--- config.mk ---
export PLATFORM = sky130hd
export DESIGN_NAME = clz_iter
export DESIGN_NICKNAME = d
export VERILOG_FILES = /design/src/rtl/clz_iter.sv
export SDC_FILE = /design/constraint.sdc
export NUM_CORES = 1
export LEC_CHECK = 0
export BUFFER_PORTS_ARGS = -buffer_cell sky130_fd_sc_hd__buf_2
export CAP_MARGIN = 20
export CORE_AREA = 4 4 84 86
export DETAILED_ROUTE_END_ITERATION = 16
export DIE_AREA = 0 0 88 90
export PLACE_DENSITY = 0.65
export SETUP_SLACK_MARGIN = 0.5
export SLEW_MARGIN = 0
export SYNTH_ARGS = -nofsm -noshare
export SYNTH_HDL_FRONTEND = slang
export SYNTH_SLANG_ARGS = --single-unit
--- constraint.sdc ---
create_clock -name clk -period 3.3 [get_ports clk]
set_input_delay 0.99 -clock clk [delete_from_list [all_inputs] [get_ports clk]]
set_output_delay 0.99 -clock clk [all_outputs]
set_load 0.1 [all_outputs]
--- src/rtl/clz_iter.sv ---
// clz_iter: iterative leading-zero / leading-one counter.
// Scans CHUNK bits per cycle from the MSB and stops at the first chunk that
// holds a 1. Operands arrive and results leave through valid/ready handshakes.
module clz_iter #(
   parameter  int WIDTH = 32,
   parameter  int CHUNK = 8,
   localparam int NCH   = WIDTH / CHUNK,
   localparam int CW    = $clog2(WIDTH + 1)
) (
   input  logic             clk,
   input  logic             rst,
   input  logic             in_valid,
   output logic             in_ready,
   input  logic [WIDTH-1:0] data_in,
   input  logic             mode,
   output logic             out_valid,
   input  logic             out_ready,
   output logic [CW-1:0]    count,
   output logic             all_flag
);

   localparam int IW = (NCH > 1) ? $clog2(NCH) : 1;
   localparam logic [IW-1:0] LAST_IDX = IW'(NCH - 1);

   typedef enum logic [1:0] {
      IDLE = 2'd0,
      SCAN = 2'd1,
      DONE = 2'd2
   } state_t;

   state_t           state_q, state_d;
   logic [WIDTH-1:0] sreg_q, sreg_d;
   logic [CW-1:0]    count_q, count_d;
   logic [IW-1:0]    idx_q, idx_d;
   logic             all_q, all_d;
   logic             ov_q, ov_d;
   logic [CHUNK-1:0] top;

   // Leading zeros inside one chunk; only called on a non-zero chunk, so the
   // result stays within 0..CHUNK-1.
   function automatic logic [CW-1:0] lz_chunk(input logic [CHUNK-1:0] v);
      logic [CW-1:0] n;
      logic          found;
      n     = '0;
      found = 1'b0;
      for (int i = CHUNK - 1; i >= 0; i--) begin
         if (!found) begin
            if (v[i]) found = 1'b1;
            else      n = n + CW'(1);
         end
      end
      return n;
   endfunction

   assign top = sreg_q[WIDTH-1 -: CHUNK];

   // Only IDLE accepts, and never while reset is held.
   assign in_ready = (state_q == IDLE) && !rst;

   // Next-state and datapath decode; the scanner only ever looks for a 1
   // because mode inversion happens once at accept.
   always_comb begin
      // NOTE: every signal gets a default first so no path can infer a latch.
      state_d = state_q;
      sreg_d  = sreg_q;
      count_d = count_q;
      idx_d   = idx_q;
      all_d   = all_q;
      ov_d    = 1'b0;
      unique case (state_q)
         IDLE: begin
            if (in_valid) begin
               sreg_d  = mode ? ~data_in : data_in;
               count_d = '0;
               idx_d   = '0;
               all_d   = 1'b0;
               state_d = SCAN;
            end
         end
         SCAN: begin
            if (top != '0) begin
               count_d = count_q + lz_chunk(top);
               ov_d    = 1'b1;
               state_d = DONE;
            end else if (idx_q == LAST_IDX) begin
               count_d = CW'(WIDTH);
               all_d   = 1'b1;
               ov_d    = 1'b1;
               state_d = DONE;
            end else begin
               count_d = count_q + CW'(CHUNK);
               sreg_d  = sreg_q << CHUNK;
               idx_d   = idx_q + IW'(1);
            end
         end
         DONE: begin
            ov_d = 1'b1;
            if (out_ready) begin
               ov_d    = 1'b0;
               state_d = IDLE;
            end
         end
         default: state_d = IDLE;
      endcase
   end

   // State and datapath registers with synchronous reset.
   always_ff @(posedge clk) begin
      // NOTE: sequential state uses non-blocking assignments only.
      if (rst) begin
         state_q <= IDLE;
         sreg_q  <= '0;
         count_q <= '0;
         idx_q   <= '0;
         all_q   <= 1'b0;
         ov_q    <= 1'b0;
      end else begin
         state_q <= state_d;
         sreg_q  <= sreg_d;
         count_q <= count_d;
         idx_q   <= idx_d;
         all_q   <= all_d;
         ov_q    <= ov_d;
      end
   end

   assign out_valid = ov_q;
   assign count     = count_q;
   assign all_flag  = all_q;

endmodule

==> results_dict.tcl, run 1 <==
set metrics [dict create \
    fin_worst_skew_ns 0.0113 \
    drc 0 \
    finalCriticalPeriod_ns 3.55 \
    synth.yosys.seq_area_share 0.318 \
    clock_insertion_delay_worst_skew_ns 0.29 \
    synth_largest_area_cell "sky130_fd_sc_hd__dfxtp_1" \
    postPlaceCellArea_mm2 0.00320 \
    numCtsBuffers 5 \
    die_y_um 90 \
    timing.hold.worst.class "reg -> reg" \
    pin_count 46 \
    synth-async-reset-ratio 0 \
    first_global_vias 2395 \
    synth_top_cells_by_area "sky130_fd_sc_hd__dfxtp_1 32%, sky130_fd_sc_hd__xnor2_1 8.9%, sky130_fd_sc_hd__nand2_1 8.3%, sky130_fd_sc_hd__a21oi_1 7.9%, sky130_fd_sc_hd__o211ai_1 6.5%" \
    timing.final.crit_share 1.08 \
    worst-setup-path-type "reg -> reg" \
    min_from "sreg_q[23]" \
    origin_of_the_worst_setup_path "sreg_q[30]" \
    route.vias.total 2495 \
    cp.buffers_inverters 2 \
    timing.critical_path.cells "inv_2 -> a21oi_2 -> ha_1 -> inv_2 -> a21boi_2 -> ha_1 -> nand2_1 -> nand2_2 -> ha_4 -> mux2i_1 -> o21ai_1 -> ha_2 -> mux2_4 -> ha_4 -> a21o_1 -> a21oi_2 -> xnor2_1 -> a221oi_2 -> nor4_1" \
    cts_max_path_buffers 2 \
    finalWirelength_um 6370 \
    fill_cells 608 \
    finalHoldViolations 0 \
    stdcell_area_mm2 0.00344 \
    worst_pin_slew_ns 0.833 \
    fin_worst_hold_slack_ns 0.455 \
    critical_path_arrival_ns 3.73 \
    grt_overflow_total 0 \
    layout-drive-gt1-share 0.285 \
    initial_utilization 0.441 \
    total_global_route_track_usage 0.163 \
    yosysWarningCount 0 \
    core_mm2 0.00628 \
    post_cts_hold_buffer_count 0 \
    nNetsFinal 454 \
    slew-limit-headroom 0.444 \
    via_per_inst 5.20 \
    ys_ff_latch 44 \
    slowest_stage "sky130_fd_sc_hd__dfxtp_4" \
    wl_met3_um 273 \
    finalSetupViolCount 4 \
    drt_iter0_drc 86 \
    syn-num-nets 393 \
    setup_ws_ns -0.254 \
    num_rows 29 \
    drt.antenna.violating_nets 0 \
    grt_antenna_before_repair 0 \
    netlist.area_leader.share 0.318 \
    critPathTopFamily "adder cells" \
    dpl.hpwl_um 4560 \
    die_width_um 88 \
    synth_area_per_cell_um2 8.12 \
    timing.critical_path.slowest_cell_delay_ns 0.36 \
    number_of_slew_limit_violations_in_the_final_report 0 \
    r2r_start "sreg_q[30]" \
    layout-area-overhead-vs-synth_pct 24.3 \
    yosys.cell_types.count 45 \
    syn_area_mm2 0.00277 \
    critical_path_required_ns 3.47 \
    setup_repair_after_global_routing_missed_its_margin "true" \
    first_pass_iters 4 \
    synth_edf_count 0 \
    finalCoreUtilization 0.549 \
    port_buffers 45 \
    tritoncts_num_sinks 44 \
    routedLengthMet1_um 2930 \
    cts.htree.levels 2 \
    maxUsedRoutingLayer "met4" \
    run_status "finished with violations" \
    path_max_fanout 3 \
    met2RoutedLength_um 3110 \
    synth-main-ff-cell "sky130_fd_sc_hd__dfxtp_1" \
    wl_per_cell_um 13.3 \
    floorplan.die_area_mm2 0.00792 \
    crit_path_end_kind "register" \
    grt_pass1_wl_um 10700 \
    maxCapViolations 0 \
    timing.fmax_ghz 0.281 \
    grt_max_degree 55 \
    antennaDiodeCount 0 \
    critical_path.startpoint_type "register" \
    postSynthCellCount 341 \
    cts-root-buf "sky130_fd_sc_hd__clkbuf_8" \
    cts_tree "built" \
    violations "negative setup slack" \
    clkSlewWorstSetupHoldPaths_ns 0.09 \
    gpl.final_weighted_congestion 0.932 \
    tns_ns -0.691 \
]
-- worst reg2reg max path, delay by kind of cell (launching register included) --
family | cells | cell delay, ns
AOI/OAI and AO/OA | 6 | 0.97
DFF | 1 | 0.36
muxes | 2 | 0.34
adders and majority gates | 5 | 1.35
buffers and inverters | 2 | 0.10
and+or+nand+nor | 3 | 0.21
xor gates and xnor gates | 1 | 0.10
-- final timing paths --
path | endpoint | slack (ns) | cells after the start
setup / recovery | count[3] | -0.25 | 19
hold / removal | sreg_q[23] | 0.46 | 2
setup reg to reg | count[3] | -0.25 | 19
hold reg to reg | sreg_q[23] | 0.46 | 2
-- per-stage QoR --
stage / setup slack, ns / cells
after floorplan: -0.0496 / 341
after global placement: -0.0813 / 463
final: -0.254 / 480
after detailed placement: -0.224 / 463
after CTS: -0.186 / 473
after global routing: -0.455 / 480
-- cell families (layout without fill, tap and decap cells) --
| family | count (synthesis) | count (layout) | share of synthesized area |
|---|---|---|---|
| AOI/OAI and AO/OA | 105 | 105 | 0.244 |
| and+or+nand+nor | 100 | 100 | 0.174 |
| DFF | 44 | 44 | 0.318 |
| adders and majority gates | 15 | 15 | 0.0705 |
| xor gates and xnor gates | 39 | 39 | 0.123 |
| buffers and inverters | 33 | 95 | 0.0519 |
| muxes | 5 | 5 | 0.0185 |
-- synth_stat cells, drive strengths merged (2+ instances only) --
library cell  number
a211oi             2
a21o               3
a21oi             45
a22o               9
a31oi              2
and2               3
and3               2
buf                7
clkbuf            13
dfxtp             44
ha                14
inv               13
mux2i              4
nand2             61
nand3              4
nor2              12
nor2b              4
nor3               5
nor3b              2
nor4               4
o211ai            24
o21ai             11
xnor2             28
xor2              11
-- state kept, by name, indices dropped and copies added (netlist names) --
signal,count
out_valid,1
count,6
sreg_q,32
idx_q,2
all_flag,1
state_q,2
-- cells in the final DEF (no fill, tap or decap), types with 3 or more instances in the layout --
| cell | n |
|---|---|
| sky130_fd_sc_hd__mux2i_1 | 4 |
| sky130_fd_sc_hd__a21oi_1 | 40 |
| sky130_fd_sc_hd__buf_4 | 27 |
| sky130_fd_sc_hd__and2_1 | 3 |
| sky130_fd_sc_hd__nor2_1 | 10 |
| sky130_fd_sc_hd__xor2_1 | 11 |
| sky130_fd_sc_hd__o21ai_1 | 5 |
| sky130_fd_sc_hd__buf_2 | 45 |
| sky130_fd_sc_hd__nor3_1 | 4 |
| sky130_fd_sc_hd__xnor2_1 | 26 |
| sky130_fd_sc_hd__a21oi_2 | 4 |
| sky130_fd_sc_hd__o21ai_0 | 5 |
| sky130_fd_sc_hd__dfxtp_1 | 41 |
| sky130_fd_sc_hd__ha_4 | 3 |
| sky130_fd_sc_hd__clkbuf_8 | 5 |
| sky130_fd_sc_hd__nand3_1 | 3 |
| sky130_fd_sc_hd__a21o_1 | 3 |
| sky130_fd_sc_hd__ha_1 | 10 |
| sky130_fd_sc_hd__a22o_1 | 9 |
| sky130_fd_sc_hd__o211ai_1 | 24 |
| sky130_fd_sc_hd__inv_2 | 3 |
| sky130_fd_sc_hd__inv_1 | 10 |
| sky130_fd_sc_hd__nand2_1 | 59 |
-- layer usage --
layer / track usage / vias to the layer above
met5: 0 / -
met4: 0.0422 / 0
met3: 0.0375 / 4
met2: 0.268 / 44
met1: 0.212 / 1134
li1: - / 1313
-- timing repair --
action,CTS,global route
pin swaps,16,17
gates resized for setup,9,12
setup endpoints to repair,5,5
buffers inserted,2,7
-- layout make-up --
| class | count | area (µm²) | area share |
|---|---|---|---|
| Multi-Input combinational cell | 264 | 1870 | 0.543 |
| Sequential cell | 44 | 890 | 0.258 |
| Timing Repair Buffer | 74 | 450 | 0.131 |
| Tap cell | 77 | 96.3 | 0.0280 |
| Clock buffer | 6 | 72.6 | 0.0211 |
| Inverter | 13 | 48.8 | 0.0142 |
| Clock inverter | 2 | 16.3 | 0.00472 |
Power of run 1 is not shown: default switching activity piles up to over one toggle a cycle in this logic, so the estimate is an artifact.
==> run 2: changes to the inputs <==
- CORE_AREA: 4 4 84 86 -> 4 4 79 81
- DIE_AREA: 0 0 88 90 -> 0 0 83 85
- PLACE_DENSITY: 0.65 -> 0.73
==> results_dict.tcl, run 2 (synthesis gave the netlist of run 1 again) <==
set metrics [dict create \
    run_status "finished with violations" \
    violations "negative setup slack" \
    largest_register "sreg_q" \
    grt_antenna_before_repair 0 \
    initial_utilization 0.506 \
    floorplan.die_area_mm2 0.00706 \
    finalSetupViolCount 5 \
    critical_path_arrival_ns 3.72 \
    largest_reg_flops 32 \
    first_pass_iters 5 \
    dpl.hpwl_um 4400 \
    drt.antenna.violating_nets 0 \
    total_global_route_track_usage 0.184 \
    first_global_vias 2447 \
    mostFrequentLayoutCell "sky130_fd_sc_hd__nand2_1" \
    num_rows 27 \
    timing.fmax_ghz 0.282 \
    wl_per_cell_um 13.0 \
    via_per_inst 5.32 \
    gpl.final_weighted_congestion 0.919 \
    maxCapViolations 0 \
    grt_pass1_wl_um 11000 \
    numCtsBuffers 5 \
    critical_path.startpoint_type "register" \
    crit_path_end_kind "register" \
    die_y_um 85 \
    drc 0 \
    clock_insertion_delay_worst_skew_ns 0.30 \
    setup_ws_ns -0.248 \
    critical_path_required_ns 3.47 \
    tritoncts_num_sinks 44 \
    fill_cells 493 \
    fin_worst_skew_ns 0.0140 \
    drt_iter0_drc 58 \
    setup_repair_after_global_routing_missed_its_margin "true" \
    fin_worst_hold_slack_ns 0.454 \
    clkSlewWorstSetupHoldPaths_ns 0.09 \
    timing.final.crit_share 1.08 \
    grt_max_degree 55 \
    layout-drive-gt1-share 0.296 \
    finalHoldViolations 0 \
    cts.htree.levels 2 \
    worst-setup-path-type "reg -> reg" \
    nNetsFinal 467 \
    final_cell_mix "60 x sky130_fd_sc_hd__nand2_1, 45 x sky130_fd_sc_hd__buf_2, 41 x sky130_fd_sc_hd__a21oi_1, 41 x sky130_fd_sc_hd__dfxtp_1, 39 x sky130_fd_sc_hd__buf_4" \
    route.vias.total 2595 \
    die_width_um 83 \
    number_of_slew_limit_violations_in_the_final_report 0 \
    antennaDiodeCount 0 \
    timing.hold.worst.class "reg -> reg" \
    core_mm2 0.00547 \
    layout-area-overhead-vs-synth_pct 26.8 \
    cts_tree "built" \
    stdcell_area_mm2 0.00351 \
    slew-limit-headroom 0.419 \
    path_max_fanout 4 \
    cts_max_path_buffers 2 \
    pin_count 46 \
    finalCriticalPeriod_ns 3.55 \
    worst_pin_slew_ns 0.872 \
    postPlaceCellArea_mm2 0.00319 \
    port_buffers 45 \
    grt_overflow_total 0 \
    finalWirelength_um 6360 \
    cts-root-buf "sky130_fd_sc_hd__clkbuf_8" \
]
==> run 2: cell types whose count changed in the layout (fill, tap and decap cells not counted), sizes merged <==
| cell | delta |
|---|---|
| buf | +13 |
| clkinv | -1 |
| inv | +1 |
==> run 2: final cells by class <==
| class | instances | area (µm²) | share of cell area |
|---|---|---|---|
| clock buffers | 6 | 82.6 | 0.0235 |
| clock inverters | 2 | 13.8 | 0.00392 |
| inverters | 13 | 48.8 | 0.0139 |
| multi-input cells | 264 | 1840 | 0.523 |
| flip-flops and latches | 44 | 890 | 0.253 |
| well taps | 72 | 90.1 | 0.0257 |
| repair buffers | 87 | 552 | 0.157 |
==> run 2: per-layer routing <==
layer  GRT usage  wire length, µm  vias to the layer above
met1       0.240             2950                     1186
met4      0.0267               29                        0
li1            -                -                     1340
met3      0.0398              314                        4
met2       0.321             3070                       65
met5           0                0                        -
==> run 2: stage by stage <==
step	TNS [ns]	cells	worst slack (ns)	utilization
final	-0.885	488	-0.248	0.642
after global routing	-2.06	488	-0.486	0.642
after CTS	-0.596	485	-0.216	0.637
after detailed placement	-0.618	457	-0.216	0.582
after global placement	-0.294	457	-0.154	0.582
after floorplan	-0.0764	341	-0.0496	-
==> run 2: timing repair <==
action,CTS,global route
endpoints found under the setup margin,5,5
buffers inserted,20,3
gates resized for setup,15,1
cloned,0,0
pin swaps,16,8
hold buffers,0,0
==> run 2: critical path, cell delays in order (launching register included) <==
cell and delay (ns):
sky130_fd_sc_hd__dfxtp_4 0.36, sky130_fd_sc_hd__inv_2 0.05, sky130_fd_sc_hd__a21oi_2 0.04, sky130_fd_sc_hd__ha_1 0.30, sky130_fd_sc_hd__inv_2 0.04, sky130_fd_sc_hd__a21boi_2 0.16
sky130_fd_sc_hd__ha_1 0.27, sky130_fd_sc_hd__nand2_1 0.08, sky130_fd_sc_hd__nand2_2 0.07, sky130_fd_sc_hd__ha_4 0.26, sky130_fd_sc_hd__mux2i_1 0.05, sky130_fd_sc_hd__o21ai_1 0.21
sky130_fd_sc_hd__ha_1 0.27, sky130_fd_sc_hd__mux2_4 0.29, sky130_fd_sc_hd__ha_4 0.22, sky130_fd_sc_hd__a21o_1 0.16, sky130_fd_sc_hd__a21oi_2 0.16, sky130_fd_sc_hd__xnor2_1 0.09
sky130_fd_sc_hd__a221oi_1 0.27, sky130_fd_sc_hd__nor4_1 0.07
==> run 2: final timing paths <==
check             startpoint         end  slack, ns  depth (start not counted)
setup / recovery  sreg_q[30]    count[3]      -0.25                         19
hold / removal    sreg_q[23]  sreg_q[23]       0.45                          2
setup reg to reg  sreg_q[30]    count[3]      -0.25                         19
hold reg to reg   sreg_q[23]  sreg_q[23]       0.45                          2
Power of run 2 is left out for the same reason.
==> run 3: changes to the inputs <==
- ABC_AREA: default -> 1
- CORE_AREA: 4 4 79 81 -> 4 4 81 83
- DIE_AREA: 0 0 83 85 -> 0 0 85 87
- PLACE_DENSITY: 0.73 -> 0.72
- SKIP_LAST_GASP: default -> 1
==> results_dict.tcl, run 3 <==
set metrics [dict create \
    run_status "completed" \
    multi_input_comb_area_mm2 0.00200 \
    wl_per_cell_um 12.0 \
    critical_path.startpoint_type "register" \
    drt.antenna.violating_nets 0 \
    dpl.cell_count 530 \
    drt_iter0_drc 70 \
    final-seq-area_um2 887 \
    finalHoldViolations 0 \
    synth-async-reset-ratio 0 \
    numCtsBuffers 5 \
    syn-num-nets 477 \
    synth_top_family_by_area "simple AND/OR/NAND/NOR gates" \
    die_y_um 87 \
    slowest_stage "sky130_fd_sc_hd__dfxtp_4" \
    most_frequently_used_cell_type_in_the_post_synthesis_netlist "sky130_fd_sc_hd__nand2_1" \
    post_cts_hold_buffer_count 0 \
    path_max_fanout 4 \
    worst_pin_slew_ns 0.782 \
    maxCapViolations 0 \
    stdcell_area_mm2 0.00353 \
    cts_tree "built" \
    dpl.hpwl_um 4510 \
    ys_ff_latch 44 \
    share_of_the_synthesized_area_in_compound_gates_ao_oa_aoi_oai 0.138 \
    critical_path_required_ns 3.48 \
    port_buffers 45 \
    synth-adder-area-share 0.0674 \
    finalWirelength_um 6530 \
    netlist.area_leader.share 0.304 \
    tritoncts_num_sinks 44 \
    synth_area_per_cell_um2 6.82 \
    fin_worst_hold_slack_ns 0.468 \
    cts-root-buf "sky130_fd_sc_hd__clkbuf_8" \
    cts_max_path_buffers 2 \
    die_width_um 85 \
    timing.hold.worst.class "reg -> reg" \
    cellInternalPower_uw 1940 \
    grt_antenna_before_repair 0 \
    yosysWarningCount 0 \
    nNetsFinal 522 \
    pin_count 46 \
    num_rows 28 \
    synth-main-ff-cell "sky130_fd_sc_hd__dfxtp_1" \
    first_global_vias 2457 \
    mostFrequentLayoutCell "sky130_fd_sc_hd__nand2_1" \
    first_pass_iters 4 \
    final_non_filler_cell_total 546 \
    core_mm2 0.00585 \
    number_of_slew_limit_violations_in_the_final_report 0 \
    synth_top_cells_by_area "sky130_fd_sc_hd__dfxtp_1 30%, sky130_fd_sc_hd__nand2_1 12%, sky130_fd_sc_hd__nor2_1 8.7%, sky130_fd_sc_hd__xnor2_1 7.6%, sky130_fd_sc_hd__o21ai_0 7.4%" \
    timing.critical_path.slowest_cell_delay_ns 0.37 \
    largest_register "sreg_q" \
    syn_area_mm2 0.00290 \
    post_synth_mux_area_share 0 \
    synth-simple-area-share 0.307 \
    largest_reg_flops 32 \
    via_per_inst 5.03 \
    cp.buffers_inverters 2 \
    drc 0 \
    clock_insertion_delay_worst_skew_ns 0.30 \
    setup_repair_after_global_routing_missed_its_margin "true" \
    grt_overflow_total 0 \
    critical_path_arrival_ns 3.39 \
    netsw_uw 2010 \
    pwr-share-seq 0.214 \
    postSynthCellCount 425 \
    finalCriticalPeriod_ns 3.22 \
    fill_cells 557 \
    power_switching_share 0.509 \
    power_leakage_uw 0.00153 \
    postPlaceCellArea_mm2 0.00323 \
    critPathTopFamily "adder cells" \
    slew-limit-headroom 0.478 \
    fin_worst_skew_ns 0.00712 \
    power_per_cell_area_mw_per_mm2 1120 \
    crit_path_end_kind "register" \
    cts.htree.levels 2 \
    synth_largest_area_cell "sky130_fd_sc_hd__dfxtp_1" \
    layout-area-overhead-vs-synth_pct 21.8 \
    total_global_route_track_usage 0.175 \
    worst_path_most_repeated_cell "sky130_fd_sc_hd__ha_4" \
    synth.yosys.seq_area_share 0.304 \
    worst-setup-path-type "reg -> reg" \
    timing.fmax_ghz 0.311 \
    grt_pass1_wl_um 10700 \
    synth.top_cells.by_count "90 x sky130_fd_sc_hd__nand2_1, 67 x sky130_fd_sc_hd__nor2_1, 44 x sky130_fd_sc_hd__dfxtp_1" \
    tns_ns 0 \
    timing.critical_path.cells "inv_4 -> a21oi_4 -> ha_4 -> inv_4 -> a21oi_4 -> ha_4 -> nand4_1 -> nand2_1 -> ha_4 -> nand2_4 -> nand2_4 -> ha_4 -> nand4_1 -> a21oi_2 -> ha_4 -> a21oi_1 -> nand3_1 -> nand2_1 -> nand3_2 -> nand2_1 -> a21oi_1" \
    yosys.cell_types.count 30 \
    route.vias.total 2745 \
    finalSetupViolCount 0 \
    synth_edf_count 0 \
    grt_max_degree 54 \
    gpl.final_weighted_congestion 0.789 \
    p_clk_frac 0.089 \
    clkSlewWorstSetupHoldPaths_ns 0.08 \
    synth_xor_area_frac 0.106 \
    antennaDiodeCount 0 \
    floorplan.die_area_mm2 0.00740 \
    layout-drive-gt1-share 0.255 \
    final_cell_mix "80 x sky130_fd_sc_hd__nand2_1, 65 x sky130_fd_sc_hd__nor2_1, 45 x sky130_fd_sc_hd__buf_2" \
    initial_utilization 0.495 \
    power_frac_comb 0.698 \
    timing.final.crit_share 0.975 \
    power.ir.vdd_worst_v 0.000649 \
]
[run 3: cell count changes after synthesis, sizes merged, moves of 9 or more]
cell	change
nor2	+61
nand2	+34
a21oi	-23
inv	+20
a22o	-9
o211ai	-24
nand3	+12
o21ai	+44
[run 3: logic make-up after synthesis]
logic type	Yosys count
AOI/OAI and AO/OA	79
xor gates and xnor gates	35
adders and majority gates	15
buffers and inverters	54
DFF	44
and+or+nand+nor	198
[run 3: final timing paths]
path	start	endpoint	slack [ns]	depth (start not counted)
setup / recovery	sreg_q[30]	count[5]	0.08	21
hold / removal	sreg_q[1]	sreg_q[1]	0.47	2
setup reg to reg	sreg_q[30]	count[5]	0.08	21
hold reg to reg	sreg_q[1]	sreg_q[1]	0.47	2
[run 3: layout make-up]
type | count | share of cell area
multi-input combinational | 327 | 0.566
sequential | 44 | 0.251
timing repair buffer | 58 | 0.0915
inverter | 34 | 0.0379
tap | 75 | 0.0266
clock buffer | 6 | 0.0234
clock inverter | 2 | 0.00284
[run 3: power groups by stage]
stage / clock (µW) / combinational [µW] / sequential, µW
after global routing: 385 / 3080 / 866
after global placement: 0 / 2230 / 843
after floorplan: 0 / 1780 / 970
after detailed placement: 0 / 2260 / 849
final: 350 / 2750 / 843
after CTS: 362 / 2450 / 844
[run 3: routing by layer]
| layer | track usage | routed length (µm) | vias to the layer above |
|---|---|---|---|
| met5 | 0 | 0 | - |
| met4 | 0.0619 | 153 | 0 |
| met3 | 0.0293 | 297 | 14 |
| met2 | 0.306 | 3230 | 61 |
| met1 | 0.217 | 2850 | 1224 |
| li1 | - | - | 1446 |
[run 3: through the flow]
step | setup slack, ns | utilization | total power [µW]
2_1_floorplan | 0.199 | - | 2750
3_5_place_dp | 0.0149 | 0.553 | 3110
3_3_place_gp | 0.107 | 0.553 | 3070
6_report | 0.0817 | 0.603 | 3940
5_1_grt | -0.0975 | 0.603 | 4330
4_1_cts | 0.103 | 0.586 | 3650
[run 3: repair_timing]
| item | in CTS | in global routing |
|---|---|---|
| setup buffers | 6 | 2 |
| pin swaps | 17 | 20 |
| endpoints found under the hold margin | 0 | 0 |
| setup endpoints to repair | 5 | 5 |
| gates resized for setup | 10 | 19 |
[run 3: worst register-to-register path, stage by stage, from the launching register on]
cell and delay (ns):
sky130_fd_sc_hd__dfxtp_4 0.37, sky130_fd_sc_hd__inv_4 0.06, sky130_fd_sc_hd__a21oi_4 0.06, sky130_fd_sc_hd__ha_4 0.27
sky130_fd_sc_hd__inv_4 0.04, sky130_fd_sc_hd__a21oi_4 0.16, sky130_fd_sc_hd__ha_4 0.22, sky130_fd_sc_hd__nand4_1 0.10
sky130_fd_sc_hd__nand2_1 0.11, sky130_fd_sc_hd__ha_4 0.29, sky130_fd_sc_hd__nand2_4 0.05, sky130_fd_sc_hd__nand2_4 0.07
sky130_fd_sc_hd__ha_4 0.14, sky130_fd_sc_hd__nand4_1 0.11, sky130_fd_sc_hd__a21oi_2 0.23, sky130_fd_sc_hd__ha_4 0.25
sky130_fd_sc_hd__a21oi_1 0.20, sky130_fd_sc_hd__nand3_1 0.10, sky130_fd_sc_hd__nand2_1 0.09, sky130_fd_sc_hd__nand3_2 0.06
sky130_fd_sc_hd__nand2_1 0.07, sky130_fd_sc_hd__a21oi_1 0.05
Power figures use the tool's default switching activity.
